### src/rtl/vae_ctrl_pkg.sv
// vae_ctrl_pkg: state encoding, block sizing and output pad shared by the VAE batch controller
package vae_ctrl_pkg;
    localparam int WORDS = 9;
    localparam int CNT_W = 4;
    localparam logic [47:0] PAD = 48'd0;
    typedef enum logic [3:0] {
        IDLE, LD_WM, LD_WV, LD_W3, LD_X, START, WAIT, RD, FLUSH
    } state_t;
endpackage

### src/rtl/axis_skid2.sv
// axis_skid2: two-entry AXI-Stream output buffer; producer must respect count so it never overflows
module axis_skid2 (
    input  logic        aclk,
    input  logic        aresetn,
    input  logic        in_valid,
    input  logic [63:0] in_data,
    input  logic        in_last,
    output logic [63:0] m_tdata,
    output logic        m_tvalid,
    output logic        m_tlast,
    input  logic        m_tready,
    output logic [1:0]  count
);
    logic [64:0] mem [2];
    logic        wp, rp, pop;
    assign pop = m_tvalid & m_tready;
    assign m_tvalid = count != 2'd0;
    assign {m_tlast, m_tdata} = mem[rp];
    always_ff @(posedge aclk or negedge aresetn)
        if (!aresetn) begin
            mem[0] <= '0;
            mem[1] <= '0;
            wp     <= 1'b0;
            rp     <= 1'b0;
            count  <= 2'd0;
        end else begin
            if (in_valid) begin
                mem[wp] <= {in_last, in_data};
                wp      <= ~wp;
            end
            if (pop) rp <= ~rp;
            count <= count + {1'b0, in_valid} - {1'b0, pop};
        end
endmodule

### src/rtl/axis_vae_batch_ctrl.sv
// axis_vae_batch_ctrl: loads weights and samples from AXI-Stream into VAE BRAMs,
// runs the core once per sample and streams each result block out.
module axis_vae_batch_ctrl #(
    parameter int WORDS = vae_ctrl_pkg::WORDS,
    parameter int CNT_W = vae_ctrl_pkg::CNT_W
) (
    input  logic             aclk,
    input  logic             aresetn,
    input  logic [63:0]      s_axis_tdata,
    input  logic             s_axis_tvalid,
    input  logic             s_axis_tlast,
    output logic             s_axis_tready,
    output logic [63:0]      m_axis_tdata,
    output logic             m_axis_tvalid,
    output logic             m_axis_tlast,
    input  logic             m_axis_tready,
    input  logic [7:0]       cfg_batch,
    input  logic             cfg_reload_wb,
    output logic             wb2_m_ena,
    output logic [CNT_W-1:0] wb2_m_addra,
    output logic [63:0]      wb2_m_dina,
    output logic [7:0]       wb2_m_wea,
    output logic             wb2_v_ena,
    output logic [CNT_W-1:0] wb2_v_addra,
    output logic [63:0]      wb2_v_dina,
    output logic [7:0]       wb2_v_wea,
    output logic             wb3_ena,
    output logic [CNT_W-1:0] wb3_addra,
    output logic [63:0]      wb3_dina,
    output logic [7:0]       wb3_wea,
    output logic             xin_ena,
    output logic [CNT_W-1:0] xin_addra,
    output logic [15:0]      xin_dina,
    output logic [7:0]       xin_wea,
    output logic             xout_enb,
    output logic [CNT_W-1:0] xout_addrb,
    input  logic [15:0]      xout_doutb,
    input  logic             vae_ready,
    input  logic             vae_done,
    output logic             vae_start,
    output logic             busy,
    output logic [7:0]       sample_idx,
    output logic             err_tlast
);
    import vae_ctrl_pkg::*;
    localparam logic [CNT_W-1:0] W_END = CNT_W'(WORDS - 1);
    state_t           state;
    logic [CNT_W-1:0] wcnt, rd_addr;
    logic [7:0]       batch;
    logic             wb_loaded, armed, rd_pend, rd_last;
    logic [1:0]       occ;
    logic             hs, w_last, s_last, tlast_exp, issue;
    assign s_axis_tready = state inside {LD_WM, LD_WV, LD_W3, LD_X};
    assign hs        = s_axis_tvalid & s_axis_tready;
    assign w_last    = wcnt == W_END;
    assign s_last    = sample_idx == batch - 8'd1;
    assign tlast_exp = state == LD_X && w_last && s_last;
    // at most two words may be buffered or in flight from the 1-cycle BRAM
    assign issue     = state == RD && (occ == 2'd0 || (occ == 2'd1 && !rd_pend));
    assign busy      = state != IDLE;
    assign wb2_m_ena   = hs && state == LD_WM;
    assign wb2_v_ena   = hs && state == LD_WV;
    assign wb3_ena     = hs && state == LD_W3;
    assign xin_ena     = hs && state == LD_X;
    assign wb2_m_wea   = {8{wb2_m_ena}};
    assign wb2_v_wea   = {8{wb2_v_ena}};
    assign wb3_wea     = {8{wb3_ena}};
    assign xin_wea     = {8{xin_ena}};
    assign wb2_m_addra = wcnt;
    assign wb2_v_addra = wcnt;
    assign wb3_addra   = wcnt;
    assign xin_addra   = wcnt;
    assign wb2_m_dina  = s_axis_tdata;
    assign wb2_v_dina  = s_axis_tdata;
    assign wb3_dina    = s_axis_tdata;
    assign xin_dina    = s_axis_tdata[63:48];
    assign xout_enb    = issue;
    assign xout_addrb  = rd_addr;
    axis_skid2 u_skid (
        .aclk     (aclk),
        .aresetn  (aresetn),
        .in_valid (rd_pend),
        .in_data  ({xout_doutb, PAD}),
        .in_last  (rd_last),
        .m_tdata  (m_axis_tdata),
        .m_tvalid (m_axis_tvalid),
        .m_tlast  (m_axis_tlast),
        .m_tready (m_axis_tready),
        .count    (occ)
    );
    always_ff @(posedge aclk or negedge aresetn)
        if (!aresetn) begin
            state      <= IDLE;
            wcnt       <= '0;
            rd_addr    <= '0;
            batch      <= 8'd0;
            sample_idx <= 8'd0;
            wb_loaded  <= 1'b0;
            armed      <= 1'b0;
            vae_start  <= 1'b0;
            rd_pend    <= 1'b0;
            rd_last    <= 1'b0;
            err_tlast  <= 1'b0;
        end else begin
            vae_start <= 1'b0;
            rd_pend   <= issue;
            rd_last   <= issue && rd_addr == W_END && s_last;
            if (hs) begin
                wcnt <= w_last ? '0 : wcnt + 1'b1;
                if (s_axis_tlast != tlast_exp) err_tlast <= 1'b1;
            end
            case (state)
                IDLE: if (s_axis_tvalid) begin
                    batch      <= cfg_batch == 8'd0 ? 8'd1 : cfg_batch;
                    sample_idx <= 8'd0;
                    wcnt       <= '0;
                    state      <= (cfg_reload_wb || !wb_loaded) ? LD_WM : LD_X;
                end
                LD_WM: if (hs && w_last) state <= LD_WV;
                LD_WV: if (hs && w_last) state <= LD_W3;
                LD_W3: if (hs && w_last) begin
                    state     <= LD_X;
                    wb_loaded <= 1'b1;
                end
                LD_X: if (hs && w_last) state <= START;
                START: if (vae_ready) begin
                    vae_start <= 1'b1;
                    armed     <= 1'b0;
                    state     <= WAIT;
                end
                // done is not trusted in the pulse cycle or the one right after it
                WAIT: if (!vae_start) begin
                    armed <= 1'b1;
                    if (armed && vae_done) state <= RD;
                end
                RD: if (issue) begin
                    rd_addr <= rd_addr == W_END ? '0 : rd_addr + 1'b1;
                    if (rd_addr == W_END) state <= FLUSH;
                end
                FLUSH: if (occ == 2'd0 && !rd_pend) begin
                    if (s_last) state <= IDLE;
                    else begin
                        sample_idx <= sample_idx + 8'd1;
                        state      <= LD_X;
                    end
                end
                default: state <= IDLE;
            endcase
        end
endmodule

### config.mk
export PLATFORM = sky130hd
export DESIGN_NAME = axis_vae_batch_ctrl
export DESIGN_NICKNAME = d
export VERILOG_FILES = /design/src/rtl/vae_ctrl_pkg.sv /design/src/rtl/axis_skid2.sv /design/src/rtl/axis_vae_batch_ctrl.sv
export SDC_FILE = /design/constraint.sdc
export NUM_CORES = 1
export LEC_CHECK = 0
export BUFFER_PORTS_ARGS = -buffer_cell sky130_fd_sc_hd__buf_2
export CAP_MARGIN = 10
export CORE_AREA = 5 5 167 169
export CTS_CLUSTER_SIZE = 30
export DETAILED_ROUTE_END_ITERATION = 8
export DIE_AREA = 0 0 172 174
export GPL_ROUTABILITY_DRIVEN = 1
export GPL_TIMING_DRIVEN = 0
export PLACE_DENSITY = 0.6
export SETUP_SLACK_MARGIN = 0.2
export SLEW_MARGIN = 5
export SYNTH_ARGS = -nofsm -noshare
export SYNTH_HDL_FRONTEND = slang
export SYNTH_SLANG_ARGS = --single-unit
### constraint.sdc
create_clock -name aclk -period 2.57 [get_ports aclk]
set_input_delay 0.1285 -clock aclk [delete_from_list [all_inputs] [get_ports aclk]]
set_output_delay 0.1285 -clock aclk [all_outputs]
set_load 0.02 [all_outputs]
==> metrics.md, run 1 <==
| Metric | Value |
|---|---|
| Layout Cells excl Fill | `1392` |
| M2 GR Usage | `20.6%` |
| Worst Tran Pin Value | `0.600 ns` |
| Worst hold path class | `in -> reg` |
| CP delay by family, top | `simple AND/OR/NAND/NOR gates` |
| Final Skew | `0.00917 ns` |
| Root buf cell | `clkbuf_16` |
| R2R Path Start | `state[2]$_DFFE_PN0P_` |
| Rel. slew slack | `60.0%` |
| Final core occ | `33.0%` |
| Initial DRC Count | `194` |
| Ordered list of cells on the worst path | `buf_2 -> or3_1 -> nor2_2 -> buf_4 -> buf_2` |
| Final HPWL DP | `14.5 mm` |
| RSZ-0062 raised after global routing | `yes` |
| Reg2Reg Setup Slack | `0.33 ns` |
| Clock buffer count from CTS | `9` |
| Tmin final | `2.27 ns` |
| Die H | `174 µm` |
| Clock tree buffer depth | `2` |
| I/O pins | `439` |
| Largest net degree at the start of global routing | `52` |
| Clock sinks | `72` |
| Flop pwr share | `27.2%` |
| Power Dens Cells | `852 nW/µm²` |
| Mapped Area | `5990 µm²` |
| Worst setup slack after placement | `-0.107 ns` |
| Synthesized flop and latch total | `72` |
| Ratio of cells with drive above 1 in the final layout | `69.4%` |
| Cell leakage power | `4.89 nW` |
| First-pass GRT wire length | `26.7 mm` |
| Port Buffer Count | `326` |
| DR vias/cell | `3.73` |
| Syn Area/Cell | `9.20 µm²` |
| Highest cell delay on the worst timing path | `0.51 ns` |
| Worst-Skew Late Latency | `0.33 ns` |
| Fin crit share | `88.4%` |
| CP max-delay cell | `or3_1` |
| GP Congestion | `0.777` |
| Final ANT Viol Nets | `0` |
| Primary FF master, synth | `dfrtp_1` |
| GRT Total Usage | `11.0%` |
| Floorplan Core Area | `26400 µm²` |
| Critical R2R Capture | `sample_idx[7]$_DFFE_PN0P_` |
| Hold Crit Start | `cfg_batch[5]` |
| Post-synth EDFFs | `0` |
| Commonest cells after routing, fill and taps aside | `buf_2 (327), buf_4 (307), dfrtp_1 (72), mux2_2 (53), conb_1 (48)` |
| Hold Path Cell Cnt | `3` |
| Endpoints failing hold | `0` |
| Maximum vdd drop | `0.512 mV` |
| Met1 Use GR | `12.4%` |
| Initial antenna violation count | `0` |
| Via count | `5199` |
| Synth warnings | `0` |
| Top Usage Layer GRT | `met2` |
| Worst setup margin | `0.299 ns` |
| Worst Path Class, Setup | `reg -> out` |
| Drt total wl | `17.5 mm` |
| Cell Rows | `60` |
| N_diodes | `0` |
| Nets | `1150` |
| CTS tree | `built` |
| DRC viols | `0` |
| Initial Utilization | `22.7%` |
| Net Switching | `3.25 mW` |
| Clock share of power | `17.1%` |
| Post-synthesis cell count | `651` |
| CTS clock-pin slew for the worst setup and hold paths | `0.06 ns` |
| Pint | `4.18 mW` |
| Fraction of registers with async set/reset | `100%` |
| CP bufs+invs | `3` |
| Final Power | `7.42 mW` |
| Worst reg2reg path depth | `7` |
| Count of different cell masters after synthesis | `54` |
| Worst Hold End | `batch[5]$_DFFE_PN0P_` |
| DRT Pass-1 Iters | `4` |
| Total grt overflow | `0` |
| MaxCap Viol Count | `0` |
| M3 GR Usage | `3.23%` |
| Fmax | `440 MHz` |
| Startpoint Class | `register` |
| Worst setup EP type | `output pin` |
| Setup_tns | `0 ns` |
| Outcome | `complete, no violations` |
| Switching Fraction | `43.7%` |
| Most common cell after layout, fill and taps aside | `buf_2` |
| Most used cell, CP | `buf_2` |
| Vias in the first global route | `5132` |
| Die Area | `29900 µm²` |
| Critical Path RT | `2.44 ns` |
| Setup violators final | `0` |
| Crit-path max FO | `10` |
| DIE WIDTH | `172 µm` |
| Slew Limit Fails | `0` |
| Cell count after placement | `1366` |
| Area grow syn2layout | `45.4%` |
| H-Tree Depth | `3` |
| Register area share after synthesis | `30.1%` |
| Worst EP arrival | `2.14 ns` |
| Routed len/inst | `12.6 µm` |
| Combinational Power Share | `55.7%` |
## cells by family (layout without fill, tap and decap cells)
logic type / after synthesis / count (layout) / share of synthesized area [%]
AOI/OAI and AO/OA: 61 / 61 / 6.72
xor gates and xnor gates: 11 / 11 / 1.61
adders and majority gates: 8 / 8 / 1.67
buffers and inverters: 327 / 680 / 39.4
DFF: 72 / 72 / 30.1
muxes: 54 / 54 / 10.1
other: 1 / 48 / 0.0626
and+or+nand+nor: 117 / 117 / 10.3
## metrics by stage
stage / instance area [µm²] / hold WS (ns)
final: 8710 / 0.0291
after detailed placement: 8260 / 0.0619
after global placement: 8230 / 0.341
after CTS: 8640 / 0.00678
after global routing: 8710 / 0.0159
after floorplan: 6170 / -0.167
## routing by layer
layer	up-vias	wire length [µm]
met5	-	0
met2	223	9170
met3	9	1540
met4	0	112
met1	2360	6700
li1	2607	-
## worst max-delay path by stage
stage / from / to / slack [ns] / cells after the start
after floorplan: batch[0]$_DFFE_PN0P_ / err_tlast$_DFFE_PN0P_ / 0.33 / 8
after global placement: batch[0]$_DFFE_PN0P_ / err_tlast$_DFFE_PN0P_ / -0.07 / 8
after detailed placement: batch[0]$_DFFE_PN0P_ / err_tlast$_DFFE_PN0P_ / -0.11 / 8
after CTS: state[2]$_DFFE_PN0P_ / wb2_m_wea[1] / 0.16 / 5
after global routing: state[2]$_DFFE_PN0P_ / xout_enb / 0.17 / 6
final: state[2]$_DFFE_PN0P_ / wb2_m_wea[1] / 0.30 / 5
## flip-flops by register name, indices dropped and copies added, names as in the netlist, 2 cells and up, named ones only
register      flops
xout_addrb        4
sample_idx        8
batch             8
u_skid.count      2
u_skid.mem       34
state             4
## synth_stat cells (5+ instances only)
library cell,count,area [µm²]
xor2_1,7,61.3
nand2b_1,5,31.3
ha_1,8,100
nand2_1,44,165
nand3_1,8,40.0
or3_1,6,37.5
mux2_2,53,597
inv_1,14,52.6
nand4_1,6,37.5
nor3_1,7,35.0
buf_4,300,2250
o21ai_0,16,80.1
nor2_1,16,60.1
clkbuf_1,9,33.8
dfrtp_1,72,1800
a21oi_1,15,75.1
## worst reg2reg max path, cell delays in order (launching register included)
cell and delay [ns]:
dfrtp_1 0.41, buf_2 0.20, nor3b_2 0.22, a22oi_2 0.15, nand2b_4 0.17, or3_4 0.38
or4_1 0.47, a21oi_1 0.15
## timing repair
action,4_1_cts,5_1_grt
resized for setup,6,13
hold buffers,4,0
endpoints found under the setup margin,41,56
buffers inserted,3,3
endpoints found under the hold margin,24,0
pin swaps,3,3
## power by group through the flow
stage | Sequential [mW] | Clock (mW) | Combinational [mW]
finish | 2.02 | 1.27 | 4.13
global placement | 2.01 | 0 | 3.97
detailed placement | 2.03 | 0 | 4.02
CTS | 2.02 | 1.31 | 4.07
floorplan | 2.00 | 0 | 2.88
global route | 2.10 | 1.36 | 4.52
## layout make-up
class | instances | area (µm²)
fill | 2749 | 17700
sequential | 72 | 1800
clock buffer | 10 | 229
multi-input combinational | 299 | 2070
buffer | 313 | 2310
timing repair buffer | 337 | 1750
tap | 341 | 427
inverter | 14 | 52.6
clock inverter | 6 | 67.6
No activity file was read; power rests on OpenSTA's default activity.
==> run 2, diff against run 1 <==
==> constraint.sdc (replaced) <==
create_clock -name aclk -period 2.57 [get_ports aclk]
set_input_delay 0.3855 -clock aclk [delete_from_list [all_inputs] [get_ports aclk]]
set_output_delay 0.3855 -clock aclk [all_outputs]
set_load 0.02 [all_outputs]
==> run 2 against run 1 <==
Setup slack worse by 0.056 ns. Final area rose by 0.39%. Die area stayed put. Sequential cell count unchanged. Hold slack improved by 0.23 ns. Cell count about the same. Global-route usage is 0.061 points lower. Maximum frequency decreased by 2.4%. Count of clock-buffer cells in the layout stayed put. Sequential share of layout area shrank 0.080 points.
==> metrics.md, run 2 (synthesized netlist as in run 1, its figures left out) <==
| Metric | Value |
|---|---|
| Via count | `5185 (-0.27%)` |
| I/O pins | `439 (unchanged)` |
| Top reg by flops | `u_skid.mem` |
| Slew Limit Fails | `0 (unchanged)` |
| CTS tree | `built` |
| Setup violators final | `0 (unchanged)` |
| Floorplan Core Area | `26400 µm² (unchanged)` |
| Initial Utilization | `22.7% (unchanged)` |
| H-Tree Depth | `3 (unchanged)` |
| Worst hold path class | `in -> reg` |
| Port Buffer Count | `326 (unchanged)` |
| Maximum vdd drop | `0.513 mV (about the same)` |
| Rel. slew slack | `56.5% (-3.5 points)` |
| GRT Total Usage | `10.9% (-0.061 points)` |
| Fmax | `430 MHz (-2.4%)` |
| CTS clock-pin slew for the worst setup and hold paths | `0.06 ns (about the same)` |
| Crit-path max FO | `9 (-1)` |
| Cell leakage power | `4.89 nW (about the same)` |
| Worst setup margin | `0.243 ns (-0.0560 ns)` |
| Power Dens Cells | `856 nW/µm² (+0.48%)` |
| Startpoint Class | `register` |
| Final core occ | `33.1% (+0.13 points)` |
| DRC viols | `0 (unchanged)` |
| Worst setup slack after placement | `-0.340 ns (-0.233 ns)` |
| DR vias/cell | `3.72 (-0.34%)` |
| Clock buffer count from CTS | `9 (unchanged)` |
| Ratio of cells with drive above 1 in the final layout | `70.2% (+0.79 points)` |
| Die Area | `29900 µm² (unchanged)` |
| Vias in the first global route | `5104 (-0.55%)` |
| N_diodes | `0 (unchanged)` |
| Worst EP arrival | `2.57 ns (+0.43 ns)` |
| Drt total wl | `17.7 mm (+1.1%)` |
| Cell Rows | `60 (unchanged)` |
| Worst-Skew Late Latency | `0.33 ns (about the same)` |
| RSZ-0062 raised after global routing | `yes` |
| Clock tree buffer depth | `2 (unchanged)` |
| Layout Cells excl Fill | `1393 (+0.072%)` |
| Fin crit share | `90.6% (+2.2 points)` |
| Final Power | `7.49 mW (+0.87%)` |
| Worst Tran Pin Value | `0.649 ns (+0.0488 ns)` |
| Area grow syn2layout | `45.9%` |
| Design area | `8740 µm² (+0.39%)` |
| Worst setup EP type | `register` |
| Routed len/inst | `12.7 µm (+1.0%)` |
| Dpl cell area | `8260 µm² (unchanged)` |
| Setup_tns | `0 ns (unchanged)` |
| Nets | `1151 (+0.087%)` |
| Initial DRC Count | `212 (+9.3%)` |
| Most common cell after layout, fill and taps aside | `buf_2` |
| # fillers | `2747 (-0.073%)` |
| Outcome | `complete, no violations` |
| GP Congestion | `0.777 (unchanged)` |
| Final worst hold slack | `0.260 ns (+0.231 ns)` |
| MaxCap Viol Count | `0 (unchanged)` |
| Clock sinks | `72 (unchanged)` |
| Endpoints failing hold | `0 (unchanged)` |
| Commonest cells after routing, fill and taps aside | `buf_2 (326), buf_4 (309), dfrtp_1 (72), mux2_2 (53), conb_1 (48)` |
| Die H | `174 µm (unchanged)` |
| DRT Pass-1 Iters | `4 (unchanged)` |
| Tmin final | `2.33 ns (+0.0560 ns)` |
| Max FFs per register | `34 (unchanged)` |
| Leading registers by flop count | `u_skid.mem (34), batch (8), sample_idx (8)` |
| Largest net degree at the start of global routing | `52 (unchanged)` |
| Final Skew | `0.00745 ns (-0.00172 ns)` |
| DIE WIDTH | `172 µm (unchanged)` |
| Worst Path Class, Setup | `reg -> reg` |
| Critical Path RT | `2.82 ns (+0.38 ns)` |
| Final ANT Viol Nets | `0 (unchanged)` |
| Total grt overflow | `0 (unchanged)` |
| First-pass GRT wire length | `26.6 mm (-0.59%)` |
| Root buf cell | `clkbuf_16` |
| Initial antenna violation count | `0 (unchanged)` |
| Final HPWL DP | `14.5 mm (unchanged)` |
| Cell count after placement | `1366 (unchanged)` |
[run 2: cell count changes in the layout (fill, tap and decap cells not counted), moves of 2 or more]
cell / delta
nor2_4: +4
clkbuf_2: +2
dlygate4sd3_1: -3
buf_4: +2
clkbuf_1: -2
[run 2: what timing repair did]
item,in CTS,in global routing
endpoints found under the setup margin,65,59
hold buffers,1,0
gates cloned,0,3
pin swaps,1,9
setup buffers,2,5
hold endpoints to repair,21,0
resized for setup,6,26
[run 2: area by class of cell]
type                    count  area [µm²]  area share, %
clock inverters             6        67.6          0.773
inverters                  14        52.6          0.601
plain buffers             313        2320           26.5
multi-input cells         302        2120           24.3
repair buffers            335        1720           19.7
clock buffers              10         229           2.62
well taps                 341         427           4.88
flip-flops and latches     72        1800           20.6
[run 2: routing by layer]
metal | vias up | routed length [µm] | GRT usage [%]
li1 | 2608 | - | -
met4 | 0 | 146 | 1.67
met5 | - | 0 | 0
met3 | 11 | 1550 | 3.27
met2 | 225 | 9290 | 20.5
met1 | 2341 | 6720 | 12.3
[run 2: worst paths after layout]
check                      slack [ns]                  start  cells after the start                          to
min                              0.26           cfg_batch[7]                      3        batch[7]$_DFFE_PN0P_
max in group asynchronous        1.48                aresetn                      3                   async pin
min in group asynchronous        0.52                aresetn                      2  u_skid.mem[56]$_DFFE_PN0P_
max reg2reg                      0.24   state[0]$_DFFE_PN0P_                      7   sample_idx[7]$_DFFE_PN0P_
max                              0.24   state[0]$_DFFE_PN0P_                      7   sample_idx[7]$_DFFE_PN0P_
min reg2reg                      0.48  wb_loaded$_DFFE_PN0P_                      1       wb_loaded$_DFFE_PN0P_
[run 2: power by group]
group / internal [mW] / total (mW) / switching, mW / leakage (nW)
Sequential: 1.60 / 2.01 / 0.414 / 0.895
Clock: 0.758 / 1.27 / 0.512 / 0.139
Combinational: 1.85 / 4.21 / 2.36 / 3.85
[run 2: critical path, cell delays in order (launching register included)]
cell	delay (ns)
dfrtp_1	0.38
buf_6	0.14
nor4b_4	0.38
a22oi_2	0.17
nand2b_4	0.18
or3_4	0.38
or4_1	0.47
a21oi_1	0.15
==> run 3, diff against run 2 <==
- RECOVER_POWER: unset -> 25
- SKIP_CTS_REPAIR_TIMING: unset -> 1
==> run 3 against run 2 <==
Final area fell by 1.3%. Sequential power barely moved. Global-route usage fell by 0.085 points. Die area did not move. Clock power barely moved. Clock skew rose by 0.0012 ns. Combinational power barely moved. Power fell by 0.12%. Routed wire length fell by 0.23%. Largest cell class unchanged. Highest routed layer unchanged.
==> metrics.md, run 3 (synthesized netlist as in run 1, its figures left out) <==
| Metric | Value |
|---|---|
| H-Tree Depth | `3 (unchanged)` |
| Rel. slew slack | `6.57% (-50 points)` |
| Area grow syn2layout | `44.1%` |
| # fillers | `2810 (+2.3%)` |
| Crit-path max FO | `10 (+1)` |
| Ordered list of cells on the worst path | `buf_2 -> or3_4 -> nor3_2 -> clkbuf_1 -> o21ai_0` |
| Clock sinks | `72 (unchanged)` |
| Floorplan Core Area | `26400 µm² (unchanged)` |
| Final HPWL DP | `14.5 mm (unchanged)` |
| Fmax | `428 MHz (-0.44%)` |
| Worst hold path class | `in -> reg` |
| Largest net degree at the start of global routing | `52 (unchanged)` |
| Final Power | `7.48 mW (-0.12%)` |
| Highest cell delay on the worst timing path | `0.52 ns (+0.05 ns)` |
| Max FFs per register | `34 (unchanged)` |
| Clock buffer count from CTS | `9 (unchanged)` |
| Design area | `8630 µm² (-1.3%)` |
| Port Buffer Count | `326 (unchanged)` |
| Critical Path RT | `2.77 ns (-0.05 ns)` |
| Ratio of cells with drive above 1 in the final layout | `61.7% (-8.5 points)` |
| Worst EP arrival | `2.53 ns (-0.04 ns)` |
| Tmin final | `2.34 ns (+0.0103 ns)` |
| Most common cell after layout, fill and taps aside | `buf_4` |
| Commonest cells after routing, fill and taps aside | `buf_4 (309), buf_2 (239), clkbuf_1 (94), dfrtp_1 (72), mux2_2 (53)` |
| Dpl cell area | `8260 µm² (unchanged)` |
| Fin crit share | `91.0% (+0.40 points)` |
| Via count | `5218 (+0.64%)` |
| Total grt overflow | `0 (unchanged)` |
| Initial Utilization | `22.7% (unchanged)` |
| Worst Path Class, Setup | `reg -> reg` |
| Worst setup EP type | `register` |
| Outcome | `complete, no violations` |
| Power Dens Cells | `866 nW/µm² (+1.1%)` |
| RSZ-0062 raised after global routing | `yes` |
| Initial DRC Count | `199 (-6.1%)` |
| DR vias/cell | `3.74 (+0.49%)` |
| Final ANT Viol Nets | `0 (unchanged)` |
| GRT Total Usage | `10.8% (-0.085 points)` |
| I/O pins | `439 (unchanged)` |
| Final core occ | `32.7% (-0.42 points)` |
| Setup violators final | `0 (unchanged)` |
| DRT Pass-1 Iters | `4 (unchanged)` |
| DIE WIDTH | `172 µm (unchanged)` |
| Die Area | `29900 µm² (unchanged)` |
| CP max-delay cell | `or3_4` |
| CP delay by family, top | `simple AND/OR/NAND/NOR gates` |
| Footprint of the multi-input gates | `2110 µm² (-0.59%)` |
| Nets | `1153 (+0.17%)` |
| CTS tree | `built` |
| Cell Rows | `60 (unchanged)` |
| Initial antenna violation count | `0 (unchanged)` |
| Layout Cells excl Fill | `1395 (+0.14%)` |
| First-pass GRT wire length | `26.4 mm (-0.62%)` |
| Sequential Area | `1800 µm² (unchanged)` |
| N_diodes | `0 (unchanged)` |
| Worst Tran Pin Value | `1.40 ns (+0.753 ns)` |
| Setup_tns | `0 ns (unchanged)` |
| Die H | `174 µm (unchanged)` |
| Reg2Reg Setup Slack | `0.23 ns (about the same)` |
| Drt total wl | `17.7 mm (-0.23%)` |
| Root buf cell | `clkbuf_16` |
| Startpoint Class | `register` |
| Cell leakage power | `4.66 nW (-4.7%)` |
| MaxCap Viol Count | `0 (unchanged)` |
| CP bufs+invs | `2 (+1)` |
| DRC viols | `0 (unchanged)` |
| GP Congestion | `0.777 (unchanged)` |
| CTS clock-pin slew for the worst setup and hold paths | `0.06 ns (about the same)` |
| Final Skew | `0.00867 ns (+0.00122 ns)` |
| Cell count after placement | `1366 (unchanged)` |
| Top reg by flops | `u_skid.mem` |
| Slew Limit Fails | `0 (unchanged)` |
| Maximum vdd drop | `0.513 mV (about the same)` |
| Worst-Skew Late Latency | `0.33 ns (about the same)` |
| Vias in the first global route | `5087 (-0.33%)` |
| Endpoints failing hold | `0 (unchanged)` |
| Clock tree buffer depth | `2 (unchanged)` |
| Routed len/inst | `12.7 µm (-0.37%)` |
| Leading registers by flop count | `u_skid.mem (34), batch (8), sample_idx (8)` |
[run 3: cell count changes in the layout (fill, tap and decap cells not counted), sizes merged]
cell / delta
clkbuf: +89
buf: -87
[run 3: final cells by class]
type	count	area share (%)
Tap cell	341	4.94
Inverter	14	0.609
Buffer	313	26.9
Sequential cell	72	20.9
Timing Repair Buffer	337	18.8
Clock inverter	6	0.782
Clock buffer	10	2.65
Multi-Input combinational cell	302	24.4
[run 3: worst paths after layout]
check	start	to	cells after the start
min in group asynchronous	aresetn	u_skid.mem[56]$_DFFE_PN0P_	2
hold reg to reg	wb_loaded$_DFFE_PN0P_	wb_loaded$_DFFE_PN0P_	1
max in group asynchronous	aresetn	err_tlast$_DFFE_PN0P_	3
setup / recovery	state[3]$_DFFE_PN0P_	batch[5]$_DFFE_PN0P_	5
setup reg to reg	state[3]$_DFFE_PN0P_	batch[5]$_DFFE_PN0P_	5
hold / removal	cfg_batch[7]	batch[7]$_DFFE_PN0P_	3
[run 3: worst register-to-register path: stages, from the launching register on]
cell and delay (ns):
dfrtp_1 0.38, buf_2 0.21, or3_4 0.52, nor3_2 0.52
clkbuf_1 0.45, o21ai_0 0.13
[run 3: stage by stage]
step | setup WS [ns] | hold WS, ns
detailed placement | -0.340 | 0.319
finish | 0.233 | 0.262
global placement | -0.310 | 0.453
global route | 0.138 | 0.264
floorplan | 0.295 | 0.0899
CTS | -0.136 | -0.0451
[run 3: per-layer routing]
layer  up-vias  global-route usage [%]  routed length [µm]
met2       228                    20.2                9190
met5         -                       0                   0
li1       2619                       -                   -
met3        11                    3.25                1560
met1      2360                    12.3                6770
met4         0                    1.67                 146
[run 3: report_power, final]
group | internal, mW | leakage, nW | switching, mW
registers | 1.60 | 0.895 | 0.416
logic | 1.84 | 3.62 | 2.36
clock network | 0.758 | 0.139 | 0.510
